### config.mk
export PLATFORM = sky130hd
export DESIGN_NAME = xvga_timing
export DESIGN_NICKNAME = d
export VERILOG_FILES = /design/src/rtl/xvga_pkg.sv /design/src/rtl/xvga_timing_test_pattern.sv /design/src/rtl/xvga_timing.sv
export SDC_FILE = /design/constraint.sdc
export NUM_CORES = 1
export LEC_CHECK = 0
export CORE_MARGIN = 2
export CORE_UTILIZATION = 50
export CTS_BUF_LIST = sky130_fd_sc_hd__clkbuf_16
export DETAILED_ROUTE_END_ITERATION = 7
export DONT_BUFFER_PORTS = 1
export GPL_TIMING_DRIVEN = 0
export SETUP_SLACK_MARGIN = 0.02
export SYNTH_ARGS = -nofsm -noshare
export SYNTH_HDL_FRONTEND = slang
export SYNTH_SLANG_ARGS = --single-unit
### constraint.sdc
create_clock -name vclock -period 3 [get_ports vclock]
set_clock_uncertainty 0.15 [all_clocks]
set_input_delay 0 -clock vclock [delete_from_list [all_inputs] [get_ports vclock]]
set_output_delay 0 -clock vclock [all_outputs]
set_load 0.005 [all_outputs]
### src/rtl/xvga_pkg.sv
// xvga_pkg: shared timing constants and pixel type for the XVGA raster generator.
// Default timing is 1024x768 @ 60 Hz with a 65 MHz pixel clock.
// The optional test-pattern source is enabled by defining XVGA_TEST_PATTERN_EN.
package xvga_pkg;

   // Default horizontal timing, in pixels
   localparam int unsigned DEF_H_ACTIVE = 1024;
   localparam int unsigned DEF_H_FP     = 24;
   localparam int unsigned DEF_H_SYNC   = 136;
   localparam int unsigned DEF_H_BP     = 160;

   // Default vertical timing, in lines
   localparam int unsigned DEF_V_ACTIVE = 768;
   localparam int unsigned DEF_V_FP     = 3;
   localparam int unsigned DEF_V_SYNC   = 6;
   localparam int unsigned DEF_V_BP     = 29;

   // Derived totals and sync windows for the default timing
   localparam int unsigned H_TOTAL     = DEF_H_ACTIVE + DEF_H_FP + DEF_H_SYNC + DEF_H_BP;
   localparam int unsigned V_TOTAL     = DEF_V_ACTIVE + DEF_V_FP + DEF_V_SYNC + DEF_V_BP;
   localparam int unsigned HSYNC_START = DEF_H_ACTIVE + DEF_H_FP;
   localparam int unsigned HSYNC_END   = HSYNC_START + DEF_H_SYNC - 1;
   localparam int unsigned VSYNC_START = DEF_V_ACTIVE + DEF_V_FP;
   localparam int unsigned VSYNC_END   = VSYNC_START + DEF_V_SYNC - 1;

   // 24-bit RGB pixel: r=23:16, g=15:8, b=7:0
   typedef logic [23:0] pixel_t;

   // Inclusive unsigned window test used by the sync decodes
   function automatic logic in_window(input logic [31:0] x,
                                      input logic [31:0] lo,
                                      input logic [31:0] hi);
      return (x >= lo) && (x <= hi);
   endfunction

endpackage

### src/rtl/xvga_timing_test_pattern.sv
// xvga_test_pattern: registered colour-bar test pattern for display bring-up.
// Driven from the next-state counters and blank of xvga_timing so the pixel
// lines up with hcount/vcount/blank with zero latency. Only instantiated when
// XVGA_TEST_PATTERN_EN is defined.
module xvga_test_pattern
   import xvga_pkg::*;
#(
   parameter int unsigned H_ACTIVE = DEF_H_ACTIVE,
   parameter int unsigned V_ACTIVE = DEF_V_ACTIVE
) (
   input  logic        vclock,
   input  logic        reset_n,
   input  logic [10:0] hcount_nxt,
   input  logic [9:0]  vcount_nxt,
   input  logic        blank_nxt,
   output pixel_t      pixel
);

   localparam logic [10:0] H_EDGE = 11'(H_ACTIVE - 1);
   localparam logic [9:0]  V_EDGE = 10'(V_ACTIVE - 1);

   pixel_t     pixel_d;
   pixel_t     pixel_q;
   logic [2:0] bar;
   logic       border;

   // Pick black in blanking, white on the visible border, else one of eight bars
   always_comb begin
      pixel_d = '0;
      bar     = hcount_nxt[9:7];
      border  = (hcount_nxt == 11'd0) || (hcount_nxt == H_EDGE) ||
                (vcount_nxt == 10'd0) || (vcount_nxt == V_EDGE);
      if (blank_nxt) begin
         pixel_d = '0;
      end else if (border) begin
         pixel_d = 24'hFF_FFFF;
      end else begin
         pixel_d = {{8{bar[2]}}, {8{bar[1]}}, {8{bar[0]}}};
      end
   end

   // Pixel register, cleared asynchronously with the rest of the timing state
   always_ff @(posedge vclock or negedge reset_n) begin
      if (!reset_n) begin
         pixel_q <= '0;
      end else begin
         pixel_q <= pixel_d;
      end
   end

   assign pixel = pixel_q;

endmodule

### src/rtl/xvga_timing.sv
// xvga_timing: raster timing generator (hcount/vcount/hsync/vsync/blank,
// frame_start, frame_count). All outputs are registered from next-state values
// so every output refers to the same pixel in the same cycle.
// Optional feature macro: XVGA_TEST_PATTERN_EN adds the pattern_pixel output.
module xvga_timing
   import xvga_pkg::*;
#(
   parameter int unsigned H_ACTIVE = DEF_H_ACTIVE,
   parameter int unsigned H_FP     = DEF_H_FP,
   parameter int unsigned H_SYNC   = DEF_H_SYNC,
   parameter int unsigned H_BP     = DEF_H_BP,
   parameter int unsigned V_ACTIVE = DEF_V_ACTIVE,
   parameter int unsigned V_FP     = DEF_V_FP,
   parameter int unsigned V_SYNC   = DEF_V_SYNC,
   parameter int unsigned V_BP     = DEF_V_BP
) (
   input  logic        vclock,
   input  logic        reset_n,
   output logic [10:0] hcount,
   output logic [9:0]  vcount,
   output logic        hsync,
   output logic        vsync,
   output logic        blank,
   output logic        frame_start,
   output logic [7:0]  frame_count
`ifdef XVGA_TEST_PATTERN_EN
   ,
   output pixel_t      pattern_pixel
`endif
);

   localparam int unsigned H_TOT    = H_ACTIVE + H_FP + H_SYNC + H_BP;
   localparam int unsigned V_TOT    = V_ACTIVE + V_FP + V_SYNC + V_BP;
   localparam int unsigned HS_START = H_ACTIVE + H_FP;
   localparam int unsigned HS_END   = HS_START + H_SYNC - 1;
   localparam int unsigned VS_START = V_ACTIVE + V_FP;
   localparam int unsigned VS_END   = VS_START + V_SYNC - 1;

   // Counter widths are fixed by the port list; reject timings that do not fit
   if ((H_TOT > 2048) || (V_TOT > 1024) || (H_ACTIVE == 0) || (V_ACTIVE == 0) ||
       (H_SYNC == 0) || (V_SYNC == 0)) begin : g_bad_timing
      $error("xvga_timing: timing parameters do not fit the 11-bit/10-bit counters");
   end

   localparam logic [10:0] H_LAST = 11'(H_TOT - 1);
   localparam logic [9:0]  V_LAST = 10'(V_TOT - 1);
   localparam logic [10:0] H_VIS  = 11'(H_ACTIVE);
   localparam logic [9:0]  V_VIS  = 10'(V_ACTIVE);

   logic [10:0] hcount_d, hcount_q;
   logic [9:0]  vcount_d, vcount_q;
   logic        hsync_d, hsync_q;
   logic        vsync_d, vsync_q;
   logic        blank_d, blank_q;
   logic        frame_start_d, frame_start_q;
   logic [7:0]  frame_count_d, frame_count_q;
   logic        h_wrap;
   logic        frame_wrap;

   // Next-state counters and the decodes derived from them
   always_comb begin
      h_wrap     = (hcount_q == H_LAST);
      frame_wrap = h_wrap && (vcount_q == V_LAST);

      hcount_d = h_wrap ? 11'd0 : hcount_q + 11'd1;

      vcount_d = vcount_q;
      if (frame_wrap) begin
         vcount_d = 10'd0;
      end else if (h_wrap) begin
         vcount_d = vcount_q + 10'd1;
      end

      hsync_d = ~in_window(32'(hcount_d), 32'(HS_START), 32'(HS_END));
      vsync_d = ~in_window(32'(vcount_d), 32'(VS_START), 32'(VS_END));
      blank_d = (hcount_d >= H_VIS) || (vcount_d >= V_VIS);

      // (0,0) is only reached again through a frame wrap, so the reset-time
      // (0,0) of the first frame never raises frame_start.
      frame_start_d = frame_wrap;
      frame_count_d = frame_wrap ? frame_count_q + 8'd1 : frame_count_q;
   end

   // Timing state registers; reset returns the raster to pixel (0,0) at once
   always_ff @(posedge vclock or negedge reset_n) begin
      if (!reset_n) begin
         hcount_q      <= 11'd0;
         vcount_q      <= 10'd0;
         hsync_q       <= 1'b1;
         vsync_q       <= 1'b1;
         blank_q       <= 1'b0;
         frame_start_q <= 1'b0;
         frame_count_q <= 8'd0;
      end else begin
         hcount_q      <= hcount_d;
         vcount_q      <= vcount_d;
         hsync_q       <= hsync_d;
         vsync_q       <= vsync_d;
         blank_q       <= blank_d;
         frame_start_q <= frame_start_d;
         frame_count_q <= frame_count_d;
      end
   end

   assign hcount      = hcount_q;
   assign vcount      = vcount_q;
   assign hsync       = hsync_q;
   assign vsync       = vsync_q;
   assign blank       = blank_q;
   assign frame_start = frame_start_q;
   assign frame_count = frame_count_q;

`ifdef XVGA_TEST_PATTERN_EN
   xvga_test_pattern #(
      .H_ACTIVE (H_ACTIVE),
      .V_ACTIVE (V_ACTIVE)
   ) u_pattern (
      .vclock     (vclock),
      .reset_n    (reset_n),
      .hcount_nxt (hcount_d),
      .vcount_nxt (vcount_d),
      .blank_nxt  (blank_d),
      .pixel      (pattern_pixel)
   );
`endif

endmodule

Yosys cells after proc, flatten, opt, wreduce, memory -nomap -nowiden --
Cells that the tools add are included. Widths: inputs -> output; s select.
Operators by class: add/subtract/negate cells 3, magnitude comparators 6, eq/ne operators 2, mux-type cells 3, bitwise operators 2, reduce and logical (&&, ||, !) cells 4
Operators by type and width (count):
- $ge 11x11->1 const B | 2
- $ge 10x10->1 const B | 2
- $mux 10 | 2
- $add 11x1->11 const B | 1
- $eq 11x11->1 const B | 1
- $le 11x11->1 const B | 1
- $mux 11 | 1
- $add 10x1->10 const B | 1
- $eq 10x10->1 const B | 1
- $le 10x10->1 const B | 1
- $add 8x1->8 const B | 1
- $logic_and 1x1->1 | 3
- $not 1->1 | 2
- $logic_or 1x1->1 | 1
Storage, ports and cells: register bits 33

Longest topological paths before layout --
Gate-level depths: netlist (run 1).
depth after elaboration 6, depth in mapped cells 9, mapped depth without buffers 8

Worst setup path after synthesis (run 1) --
Ideal clock, no wire load.
path kind reg-to-reg, start point reg hcount_q[0], in the netlist hcount[0], end point reg blank_q, in the netlist blank, setup time 0.124 ns, data arrival time 2.149 ns, required time 2.726 ns, path slack 0.577 ns, stages on the path, launching flop included 9, path buffers 1, period minus slack after synthesis 2.423 ns, cells stage by stage dfrtp_1 > ha_1 > nand2_1 > or4_1 > buf_2 > o311a_1 > a31oi_1 > a21oi_1 > or2_1
Between the ends: longest elaborated chain between the ends 5, elaborated cells on any way between the ends 9
RTL lines:
- from (decl) | RTL line xvga_timing.sv:50 | logic [10:0] hcount_d, hcount_q;
- from (signal assigned) | RTL line xvga_timing.sv:95 | hcount_q <= hcount_d;
- parallel branches: the longest is 4 deep, another holds $add 11x1->11
- $logic_or 1x1->1 (*) | RTL line xvga_timing.sv:76 | blank_d = (hcount_d >= H_VIS) || (vcount_d >= V_VIS);
- named net blank_d | RTL line xvga_timing.sv:54 | logic blank_d, blank_q;
- to (signal assigned) | RTL line xvga_timing.sv:99 | blank_q <= blank_d;
- to (decl) | RTL line xvga_timing.sv:54
Mark *: on every way through the listed nets, which the timed path passes. A chain may end at the register's enable or synchronous reset.

Worst setup path in the final report (run 1) --
start point reg hcount_q[0], in the netlist hcount[0], end point reg vsync_q, in the netlist vsync
Between the ends: longest elaborated chain between the ends 6, elaborated cells on any way between the ends 8
RTL lines:
- $eq 11x11->1 (*) | RTL line xvga_timing.sv:62 | h_wrap = (hcount_q == H_LAST);
- $mux 10 / $logic_and 1x1->1 (equally long branches) | RTL line xvga_timing.sv:70, xvga_timing.sv:63
- $mux 10 (*) | RTL line xvga_timing.sv:68 | if (frame_wrap) begin
- named net vcount_d[7] | RTL line xvga_timing.sv:51 | logic [9:0] vcount_d, vcount_q;
- $ge 10x10->1 / $le 10x10->1 (equally long branches) | RTL line xvga_pkg.sv:33 | return (x >= lo) && (x <= hi);
- $logic_and 1x1->1 (*) | RTL line xvga_pkg.sv:33
- $not 1->1 (*) | RTL line xvga_timing.sv:75 | vsync_d = ~in_window(32'(vcount_d), 32'(VS_START), 32'(VS_END));
- named net vsync_d | RTL line xvga_timing.sv:53 | logic vsync_d, vsync_q;
- to (signal assigned) | RTL line xvga_timing.sv:98 | vsync_q <= vsync_d;
- to (decl) | RTL line xvga_timing.sv:53
The timed path passes the listed nets; every way through them passes the cells marked *.

==> results.md, run 1 <==
- Status: finished, final reports clean
- Fin crit share: 0.909
- Final setup vio count: 0
- Fmax: 0.367 GHz
- Place WS: -89.1 ps
- Clock buffer depth: 2
- DRT Wirelength: about 3.5 mm
- Number of synthesized flops with an enable pin: 0
- Register area share after synthesis: 0.488
- Final hold vios: 0
- Vias in the first global route: approximately 1300
- Share of cells above drive strength 1: 0.124
- Final WS setup: between 200 and 300 ps
- Die Y: just over 60 µm
- Final setup TNS: 0 ps
- Antenna Cells: 0
- Worst path cell trace: ha_1, nand2_1, or4_1, buf_2, nor3_1, xor2_1, nor4_1, o211ai_1
- Switch share: 0.184
- First-pass GRT wire length: approximately 6.0 mm
- Clock Latency Late Sink: 280 ps
- NumNets Final: about 180
- Worst endpoint required time: a little over 3000 ps
- Area of the core: around 3300 µm²
- Async set-reset flop share out of synthesis: 1.00
- Synth cell types: 43
- Clk slew on worst S/H paths: roughly 50 ps
- Die area: a little under 4000 µm²
- GPL Wtd Cong: 0.813
- Antenna violations before repair: 0
- Crit Path Category: reg2reg
- Post-synth net total: between 150 and 200
- Final ANT Viol Nets: 0
- Clock tree sinks: 33
- Crit path max-delay cell type: or4_1
- # rows: 21
- DP Area: between 1500 and 2000 µm²
- Worst-Margin Slew: 644 ps
- R2R cell count: 8
- Num CTS Buffers: 5
- Router iterations before antenna repair: 4
- Initial Util: 0.513
- Sw power: roughly 0.00019 W
- Clock root cell: clkbuf_16
- Max Cap Viol: 0
- Peak VDD IR: roughly 0.33 mV
- Ys flop type: dfrtp_1
- Synth area leaders: dfrtp_1, xor2_1, xnor2_1, ha_1, nand3_1
- #FFs+latches synth: 33
- Synth warn: 0
- CP peak stage delay: around 550 ps
- Total gr overflow: 0
- H-tree depth: 2
- CP max FO: 8
- Synth area leader: dfrtp_1
- Worst path arrival time: between 2000 and 3000 ps
- CTS tree: yes
- Clk pwr share: 0.552
- Crit path launch type: flip-flop
- WL/cell: 15.5 µm
- Port Buf Inserts: 0
- Final Non-Filler Cells: about 220
- Vias/cell: about 5.8
- Top-Level Pins: 35
- Post-CTS setup buffers: 0
- Cell Area, Synth: 1700 µm²
- Area share of the largest cell type after synthesis: 0.457
- Tightest Hold Check Type: in2async
- Pwr dens: roughly 520 nW/µm²
- Via count: 1299
- Critical Path End Type: flip-flop
- Synthesis-to-finish area growth: 15.7%
- RSZ-0062 raised after global routing: false
- Most common cell after layout, fill and taps aside: dfrtp_1
- Largest net degree at the start of global routing: 34
- Mapped Avg Cell Area: 10.1 µm²
- Die width: between 60 and 70 µm
- Post-Place Cells: 214
- Dpl hpwl: 2.47 mm
- Combinational share of power: 0.012
- Internal power: about 0.00083 W
- GRT Total Usage: 0.198
- Gate count of the mapped netlist: around 170
- Tmin final: ~2700 ps
- Starting DRT DRC Count: 76
- Fin. max-slew vios: 0
- Design Area, Final: 1960 µm²
- Commonest non-fill, non-tap cells in the layout: dfrtp_1, nor2_1, nand3_1, nand2_1
- Reg power frac: 0.436
- # DRC: 0
- Max-Slew Margin vs Limit: 0.567
- Leak Pwr: about 0.90 nW
worst max-delay path, delay by kind of cell (launching register included):
| kind | cells | cell delay, ps |
|---|---|---|
| AO/OA/AOI/OAI | 1 | 160 |
| XOR/XNOR | 1 | 120 |
| adder cells (fa/ha/maj) | 1 | 250 |
| buffers and inverters | 1 | 180 |
| flip-flops | 1 | 450 |
| AND/OR/NAND/NOR | 4 | 1330 |
power by group through the flow:
stage          Combinational (W)  Clock [W]  Sequential, W
6_report               0.0000126   0.000565       0.000446
3_3_place_gp      0.000000000363          0       0.000453
3_5_place_dp      0.000000000363          0       0.000453
2_1_floorplan     0.000000000363          0       0.000453
5_1_grt                0.0000147   0.000601       0.000445
4_1_cts                0.0000133   0.000573       0.000446
state kept, by name, indices dropped and copies added, names as in the netlist:
signal / flops
hcount: 11
vcount: 10
frame_count: 8
blank: 1
frame_start: 1
hsync: 1
vsync: 1
through the flow:
step	utilization	hold slack (ps)	total power, W
after floorplan	-	-446	0.000453
after global placement	0.530	-445	0.000453
after detailed placement	0.530	-445	0.000453
after CTS	0.590	47.6	0.00103
after global routing	0.593	66.1	0.00106
final	0.593	62.8	0.00102
cells in the mapped netlist, types with 2 or more instances:
cell type,n
buf_4,2
xor2_1,10
nand3_1,11
ha_1,5
o211ai_1,2
inv_1,9
a21oi_1,5
nor2_1,13
nand3b_1,3
o41ai_1,3
nor3_1,7
buf_2,2
or3_1,3
dfstp_2,2
nor4_1,2
and3_1,3
nand2_1,11
o21ai_0,5
clkbuf_1,2
dfrtp_1,31
nand4_1,6
xnor2_1,8
a31oi_1,2
and2_1,2
timing repair:
item                       4_1_cts  5_1_grt
hold buffers                     2        0
gates resized for setup          1        3
gates cloned                     0        0
hold endpoints to repair        33        0
setup endpoints to repair        1        2
per-layer routing:
| metal | vias up | routed length, µm | global-route usage | part of all wire |
|---|---|---|---|---|
| met5 | - | 0 | 0 | 0 |
| met1 | 639 | 1540 | 0.248 | 0.44 |
| met3 | 7 | 232 | 0.0870 | 0.067 |
| met2 | 37 | 1660 | 0.317 | 0.48 |
| li1 | 616 | - | - | - |
| met4 | 0 | 47 | 0.0500 | 0.013 |
cells by family (layout without fill, tap and decap cells):
logic type	after synthesis	in the layout	share of synthesized area
AOI/OAI and AO/OA	25	25	0.102
xor gates and xnor gates	18	18	0.0929
adders and majority gates	5	5	0.0368
buffers and inverters	16	26	0.0457
DFF	33	33	0.488
muxes	1	1	0.00663
and+or+nand+nor	70	70	0.228
final timing paths:
| check | startpoint | endpoint | slack, ps |
|---|---|---|---|
| max | hcount[0] | vsync | 270 |
| min | reset_n | frame_count[2] | 60 |
| max reg2reg | hcount[0] | vsync | 270 |
| min reg2reg | frame_count[7] | frame_count[7] | 340 |
| max in group asynchronous | reset_n | vsync | 2400 |
| min in group vclock | frame_count[7] | frame_count[7] | 340 |
final cells by class:
cell class	count	area [µm²]
fillers	310	1350
flip-flops and latches	33	828
multi-input cells	119	807
clock buffers	5	125
well taps	46	57.6
plain buffers	7	45.0
clock inverters	3	37.5
inverters	9	33.8
repair buffers	2	30.0
Note: power is estimated with default switching activity, not from simulation.
==> run 2, diff against run 1 <==
--- a/config.mk
+++ b/config.mk
@@ -5,6 +5,7 @@
 export SDC_FILE = /design/constraint.sdc
 export NUM_CORES = 1
 export LEC_CHECK = 0
+export CORE_ASPECT_RATIO = 2
 export CORE_MARGIN = 2
 export CORE_UTILIZATION = 50
 export CTS_BUF_LIST = sky130_fd_sc_hd__clkbuf_16
==> results.md, run 2 (synthesis gave the netlist of run 1 again) <==
- Status: finished, final reports clean
- Crit Path Category: reg2reg
- Router iterations before antenna repair: 4
- Leak Pwr: around 0.9 nW
- Die area: approximately 3900 µm²
- Clock Latency Late Sink: between 200 and 300 ps
- WL/cell: between 15 and 20 µm
- Share of cells above drive strength 1: 0.118
- Max-Slew Margin vs Limit: 0.610
- Tmin final: between 2000 and 3000 ps
- Starting DRT DRC Count: 56
- # rows: 30
- Die width: between 40 and 50 µm
- Max Cap Viol: 0
- H-tree depth: 2
- Via count: approximately 1200
- CP peak stage delay: ~460 ps
- # DRC: 0
- Final setup TNS: 0 ps
- Tightest Hold Check Type: in2async
- CTS tree: yes
- Clock tree sinks: 33
- Crit path max-delay cell type: nor4_2
- Clk slew on worst S/H paths: around 50 ps
- Synthesis-to-finish area growth: 12.6%
- Most common cell after layout, fill and taps aside: dfrtp_1
- Final ANT Viol Nets: 0
- DRT Wirelength: around 3.2 mm
- NumNets Final: around 180
- Commonest non-fill, non-tap cells in the layout: dfrtp_1, nor2_1, inv_1
- Final setup vio count: 0
- Die Y: roughly 86 µm
- Worst-Margin Slew: between 500 and 600 ps
- Vias in the first global route: 1177
- GRT Total Usage: 0.192
- Dpl hpwl: around 2.3 mm
- GPL Wtd Cong: about 0.80
- Worst endpoint required time: approximately 3000 ps
- Clock buffer depth: 2
- Crit path launch type: flip-flop
- Port Buf Inserts: 0
- Antenna violations before repair: 0
- Area of the core: ~3300 µm²
- Total gr overflow: 0
- Worst path cell trace: ha_1, nand2_1, nor4_2, clkbuf_2, nand4_1, xnor2_1, nor4_1, o211ai_1
- Post-CTS setup buffers: 0
- Critical Path End Type: flip-flop
- Num CTS Buffers: 5
- Antenna Cells: 0
- CP max FO: 10
- Clock root cell: clkbuf_16
- Hold WS: around 21 ps
- Fin crit share: 0.871
- Max FFs per register: 11
- Peak VDD IR: about 0.4 mV
- Worst path arrival time: 2640 ps
- Initial Util: 0.514
- Vias/cell: about 5.7
- Fin. max-slew vios: 0
- Top-Level Pins: 35
- RSZ-0062 raised after global routing: false
- Final hold vios: 0
- Pwr dens: 481 nW/µm²
- First-pass GRT wire length: about 5.6 mm
- Largest net degree at the start of global routing: 34
- Critical path buffer and inverter count: 1
- # fillers: 294
- Delay-heaviest family, CP: simple AND/OR/NAND/NOR gates
- Fmax: around 0.38 GHz
-- run 2: where the power goes --
group          total [W]  internal (W)  switching, W
Combinational  0.0000121    0.00000355    0.00000854
Clock           0.000462      0.000297      0.000165
Sequential      0.000446      0.000446             0
Total           0.000920      0.000747      0.000174
-- run 2: worst register-to-register path, delay by kind of cell (launching register included) --
family          cells  cell delay (ps)
buf+inv             1              350
xor+xnor            1              180
fa+ha+maj           1              240
compound gates      1              120
simple gates        4             1050
flops               1              440
-- run 2: worst paths after layout --
check / start / to / slack [ps] / cells past startpoint
max reg2reg: hcount[0] / vsync / 390 / 8
max: hcount[0] / vsync / 390 / 8
min reg2reg: frame_count[7] / frame_count[7] / 340 / 1
min in group vclock: frame_count[7] / frame_count[7] / 340 / 1
max in group asynchronous: reset_n / vsync / 2440 / 2
min: reset_n / hcount[7] / 20 / 2
-- run 2: repair_timing --
action | in CTS | in global routing
endpoints found under the hold margin | 33 | 0
endpoints found under the setup margin | 1 | 2
resized for setup | 1 | 2
hold buffers | 2 | 0
-- run 2: final cells by class --
class | count | area [µm²] | area share
Buffer | 7 | 45.0 | 0.0236
Clock buffer | 5 | 125 | 0.0654
Clock inverter | 3 | 11.3 | 0.00589
Inverter | 9 | 33.8 | 0.0177
Multi-Input combinational cell | 119 | 798 | 0.418
Sequential cell | 33 | 828 | 0.433
Tap cell | 32 | 40.0 | 0.0209
Timing Repair Buffer | 2 | 30.0 | 0.0157
-- run 2: metal layers --
metal	part of all wire	up-vias	track usage	wire (µm)
li1	-	614	-	-
met1	0.45	552	0.260	1440
met2	0.49	32	0.269	1570
met3	0.054	4	0.0688	174
met4	0.015	0	0.0909	48
met5	0	-	0	0
-- run 2: stage by stage --
stage               utilization  setup WS [ps]  total power [W]  std cells  instance area, µm²
floorplan                     -            577         0.000453        168                1700
global placement          0.526          -30.2         0.000453        200                1740
detailed placement        0.526           7.01         0.000453        200                1740
CTS                       0.578            167         0.000932        210                1910
global route              0.579            132         0.000958        210                1910
finish                    0.579            387         0.000920        210                1910
